### src/rtl/serial_subtractor.sv
// serial_subtractor: bit-serial a - b - bin through one full-subtractor cell, LSB first,
// with a start/busy/done handshake, parallel result and serial bit stream.
module serial_subtractor #(
    parameter int WIDTH = 8
) (
    input  logic             clk,
    input  logic             rst_n,
    input  logic             ena,
    input  logic             start,
    input  logic [WIDTH-1:0] a_in,
    input  logic [WIDTH-1:0] b_in,
    input  logic             bin,
    output logic             busy,
    output logic             done,
    output logic [WIDTH-1:0] diff,
    output logic             borrow_out,
    output logic             ser_bit,
    output logic             ser_valid
);
    localparam int CW = (WIDTH > 2) ? $clog2(WIDTH) : 1;

    typedef enum logic [1:0] {IDLE, RUN, DONE} state_t;

    state_t           state, state_next;
    logic [WIDTH-1:0] a_sh, b_sh, res;
    logic [CW-1:0]    cnt;
    logic             br, d, br_next, last, load;

    assign d         = a_sh[0] ^ b_sh[0] ^ br;
    assign br_next   = (~a_sh[0] & b_sh[0]) | (~(a_sh[0] ^ b_sh[0]) & br);
    assign last      = cnt == CW'(WIDTH - 1);
    assign load      = state == IDLE && start;
    assign busy      = state != IDLE;
    assign done      = state == DONE;
    assign ser_valid = state == RUN;
    assign ser_bit   = ser_valid & d;

    always_comb begin
        state_next = state;
        if (ena)
            state_next = load                 ? RUN  :
                         (state == RUN && last) ? DONE :
                         (state == DONE)        ? IDLE : state;
    end

    always_ff @(posedge clk or negedge rst_n)
        if (!rst_n) state <= IDLE;
        else        state <= state_next;

    // result enters at the MSB so after WIDTH shifts bit 0 sits at res[0]
    always_ff @(posedge clk or negedge rst_n) begin
        if (!rst_n) begin
            a_sh       <= '0;
            b_sh       <= '0;
            res        <= '0;
            br         <= 1'b0;
            cnt        <= '0;
            diff       <= '0;
            borrow_out <= 1'b0;
        end else if (ena) begin
            if (load) begin
                a_sh <= a_in;
                b_sh <= b_in;
                br   <= bin;
                cnt  <= '0;
            end else if (state == RUN) begin
                a_sh <= a_sh >> 1;
                b_sh <= b_sh >> 1;
                br   <= br_next;
                cnt  <= cnt + 1'b1;
                res  <= {d, res[WIDTH-1:1]};
                if (last) begin
                    diff       <= {d, res[WIDTH-1:1]};
                    borrow_out <= br_next;
                end
            end
        end
    end
endmodule
### config.mk
export PLATFORM = sky130hd
export DESIGN_NAME = serial_subtractor
export DESIGN_NICKNAME = d
export VERILOG_FILES = /design/src/rtl/serial_subtractor.sv
export SDC_FILE = /design/constraint.sdc
export NUM_CORES = 1
export LEC_CHECK = 0
export BUFFER_PORTS_ARGS = -buffer_cell sky130_fd_sc_hd__clkbuf_2
export CELL_PAD_IN_SITES_DETAIL_PLACEMENT = 0
export CELL_PAD_IN_SITES_GLOBAL_PLACEMENT = 2
export CORE_UTILIZATION = 35
export CTS_BUF_LIST = sky130_fd_sc_hd__clkbuf_2 sky130_fd_sc_hd__clkbuf_4 sky130_fd_sc_hd__clkbuf_8
export DETAILED_ROUTE_END_ITERATION = 8
export GPL_TIMING_DRIVEN = 0
export PLACE_DENSITY_LB_ADDON = 0.1
export SKIP_CTS_REPAIR_TIMING = 1
export SLEW_MARGIN = 0
export SYNTH_ARGS = -nofsm -noshare
export SYNTH_HDL_FRONTEND = slang
export SYNTH_SLANG_ARGS = --single-unit
### constraint.sdc
create_clock -name clk -period 2.52 [get_ports clk]
set_input_delay 0.504 -clock clk [delete_from_list [all_inputs] [get_ports clk]]
set_output_delay 0.504 -clock clk [all_outputs]
set_load 0.05 [all_outputs]
## After elaboration in Yosys (flattened, before gate mapping)

Index checks and enable logic that the tools add are counted.

- Flip-flop bits (word level): 39
- Input port bits: 21
- Output and inout bits: 13
- Logic and storage cells: 42

- $add $sub $neg: 1
- Equal/unequal tests: 3
- Multiplexer cells: 11
- Bitwise gates (word level): 9
- Reductions and logical operators: 10

Operators with widths:

| kind | number |
|---|---|
| 8-bit two-way mux | 4 |
| 2-bit two-way mux | 3 |
| 3-bit two-way mux | 2 |
| 2-bit AND reduction | 2 |
| 4-bit AND reduction | 1 |
| 2-bit nonzero test | 2 |
| 3-bit by 1-bit adder with 3-bit output, second input constant | 1 |
| 1-bit AND | 3 |
| 3-bit equality test, second input constant | 1 |
| 1-bit NOT | 3 |
| 3-bit AND reduction | 1 |
| 3-bit nonzero test | 1 |
| 2-bit by 1-bit equality test with 1-bit output, second input constant | 1 |
| 2-bit equality test, second input constant | 1 |
| 1-bit logical AND | 2 |
| 2-bit zero test | 1 |
| 1-bit two-way mux | 2 |
| 1-bit bitwise XOR | 2 |
| 1-bit bitwise OR | 1 |

## Logic depth before layout (Yosys ltp)

- Depth in word-level cells: 6
- Depth in mapped cells: 6
- Depth with buffers taken out: 5

## Worst setup path before layout

No wires, ideal clock.

- Path kind: register to output
- Start point: reg state[0]
- End point: out ser_bit
- Data arrival time: 1,818 ps
- Required time: 2,016 ps
- Slack: 198 ps
- Cell stages (with the launch flop): 3
- Buffers on the path: 0
- Path through: dfrtp_1 > nor2b_1 > and2_1

- Word-level cells in the longest chain between the ends: 2

RTL lines:

| what | line | source |
|---|---|---|
| start, declared | 24 | `state_t state, state_next;` |
| start signal, assigned | 48 | `else state <= state_next;` |
| 2-bit by 1-bit equality test with 1-bit output | 35 | `assign ser_valid = state == RUN;` |
| via ser_valid | 18 | `output logic ser_valid` |
| 1-bit AND | 36 | `assign ser_bit = ser_valid & d;` |
| end, declared | 17 | `output logic ser_bit,` |

The timed path passes the listed nets, and every way through them passes these cells.

## Final worst setup path

- Start point: reg a_sh[0]
- End point: out ser_bit

- Word-level cells in the longest chain between the ends: 3

RTL lines:

| what | line | source |
|---|---|---|
| start, declared | 25 | `logic [WIDTH-1:0] a_sh, b_sh, res;` |
| start signal, assigned | 62 | `a_sh <= a_in;` |
| start signal, assigned | 67 | `a_sh <= a_sh >> 1;` |
| 1-bit bitwise XOR (2 in a row) | 29 | `assign d = a_sh[0] ^ b_sh[0] ^ br;` |
| via d | 27 | `logic br, d, br_next, last, load;` |
| 1-bit AND | 36 |  |

The timed path passes the listed nets, and every way through them passes these cells.

==> results.ini <==
[synthesis]
synth_seq_cells=38
synth-edff-count=0
yosysWarningCount=0
synth.distinct_cells=24
syn-instance-count=117
synth.net_count=141
synthesis.area_mm2=0.00177
netlist_top_cells_area=dfrtp_1, mux2_2, mux2_4, mux2i_1, a32o_1
avgSynthCellArea_um2=15.1
synth-seq-area-share=0.537
synthFlopType=dfrtp_1
ys_async_sr_fraction=1.00
synth_top_area_frac=0.537
yosys.area.top_type=dfrtp_1

[timing]
slew_viol_final=0
period_share=0.873
worstMarginPinSlew_ns=0.950
fin_setup_tns_ns=0
relSlewSlack=0.367
rsz0062_at_grt=false
whs_ns=0.354
fmax_mhz=455
setup_viol=0
clock_skew_ns=0.00211
hold_viol_final=0
fin_crit_ns=2.20

[critical_path]
start_kind=flop
critical_path_class=flop to output pin
critPathMaxFanout=3
crit_path_end_kind=output pin
ff2ff_path_depth=5
cp.arrival_ns=1.70
reg2reg_from=cnt[0]$_DFFE_PN0P_
crit_required_ns=2.02
crit_path_start=a_sh[0]$_DFFE_PN0P_

[floorplanning]
dieArea_mm2=0.00534
die_w_um=73.1
fp-row-count=25
die_height_um=73.1
start_util=0.370
io_pins=34
core_area_mm2=0.00479

[grt]
grt_util_met2=0.207
grt_pass1_vias=1090
grtUsageMet1=0.180
grt_max_degree=39
grt_first_pass_wirelength_mm=5.35
grt-busiest-layer=met2
grt_overflow=0
antenna_found_initial=0
met3_usage=0.0428
grt_usage=0.136

[layout]
drive_gt1_frac=0.551
nFillCells=450
areaGrowthSynthToFinish_pct=19.4
regArea_um2=951
stdcell_area_mm2=0.00211
layout.nets=181
diodes=0
multi_input_area_um2=751
layout.cells.non_filler=225

[place]
port_buffers=33
dpl.cell_count=217
post_dp_cell_area_mm2=0.00202
place_hpwl_mm=2.19
gp_congestion=0.673

[route]
wire_per_inst_um=13.8
antenna_left=0
vias_per_cell=4.64
first_pass_iters=4
route.detailed.drc=0
wirelength_mm=3.10
vias=1045
drtIter0Drc=42

[clock_network]
cts_tree=done
clkTransAtPathRegs_ns=0.07
cts_buffers=5
cts_max_level=2
cts_buffer_depth=2
cts_sinks=38
root_buffer=clkbuf_8
clkLatencyLatePin_ns=0.28

[power]
power_leakage_nw=1.10
p_per_area_mw_per_mm2=1290
ir_worst_vdd_v=0.000759

[status]
status=completed

[flow_run]
max_cap_viol_count=0

[hold_path]
hold_class=input pin to async pin

## metrics by stage
stage | util | total power, mW | setup slack (ns)
3_5_place_dp | 0.422 | 2.32 | 0.549
6_report | 0.442 | 2.72 | 0.320
5_1_grt | 0.442 | 2.93 | 0.201
2_1_floorplan | - | 2.04 | 0.198
3_3_place_gp | 0.422 | 2.29 | 0.580
4_1_cts | 0.442 | 2.78 | 0.291
## cell type report
class                      count  share of cell area
buffer                         6              0.0231
clock buffer                   7              0.0426
clock inverter                 1             0.00237
inverter                       5             0.00888
multi-input combinational     68               0.355
sequential                    38               0.450
tap                           67              0.0397
timing repair buffer          33              0.0782
## layer usage
layer | vias to the layer above | share of wire
met5 | - | 0
met4 | 0 | 0.016
met3 | 6 | 0.044
met2 | 23 | 0.47
met1 | 517 | 0.47
li1 | 499 | -
## synthesized netlist by cell type (2+ instances only)
master	count
mux2_2	25
clkbuf_1	2
ha_1	2
mux2i_1	5
a32o_1	4
mux2_4	16
a21oi_1	2
inv_1	5
dfrtp_1	38
nand2_1	3
buf_2	2
## path summary, 6_finish.rpt
| check | slack [ns] | end |
|---|---|---|
| setup / recovery | 0.32 | ser_bit |
| hold / removal | 0.35 | b_sh[5]$_DFFE_PN0P_ |
| setup reg to reg | 0.64 | diff[7]$_DFFE_PN0P_ |
| hold reg to reg | 0.49 | borrow_out$_DFFE_PN0P_ |
| max in group asynchronous | 1.57 | br$_DFFE_PN0P_ |
| min in group clk | 0.48 | a_sh[7]$_DFFE_PN0P_ |
## sequential cells by signal, summed over array words and instances, names as in the netlist
name / count
br: 1
b_sh: 8
diff: 8
res: 7
a_sh: 8
state: 2
cnt: 3
borrow_out: 1
## critical path, cell delays in order, from the launching register on
cell and delay (ns):
dfrtp_1 0.41, fa_1 0.59, and2_1 0.15, clkbuf_2 0.27
## kinds of logic (layout without fill, tap and decap cells)
group,Yosys count,after routing,share of synthesized area
multiplexers,46,46,0.323
flip-flops,38,38,0.537
buffers and inverters,11,52,0.0382
AO/OA/AOI/OAI,10,10,0.0467
AND/OR/NAND/NOR,9,9,0.0290
adder cells (fa/ha/maj),3,3,0.0255
## layout by cell type (no fill, tap or decap)
| cell type | n |
|---|---|
| nor2_1 | 1 |
| inv_1 | 5 |
| clkbuf_8 | 6 |
| buf_2 | 2 |
| fa_1 | 1 |
| o21ai_0 | 1 |
| nor2b_1 | 1 |
| mux2i_1 | 5 |
| a22o_2 | 1 |
| a21oi_1 | 2 |
| nand2_1 | 3 |
| clkinv_2 | 1 |
| clkbuf_1 | 2 |
| mux2_2 | 25 |
| o211ai_1 | 1 |
| and2_1 | 1 |
| clkbuf_4 | 1 |
| or3b_1 | 1 |
| a32o_1 | 4 |
| buf_12 | 1 |
| and3_1 | 1 |
| ha_1 | 2 |
| clkbuf_2 | 33 |
| dfrtp_1 | 38 |
| nand4b_1 | 1 |
| buf_6 | 1 |
| mux2_4 | 16 |
| o211a_1 | 1 |
## where the power goes
part           internal (mW)  switching, mW  leakage [nW]
Combinational          0.585          0.698         0.563
Sequential             0.861          0.147         0.484
Clock                  0.231          0.201        0.0517
Power figures use the tool's default switching activity.
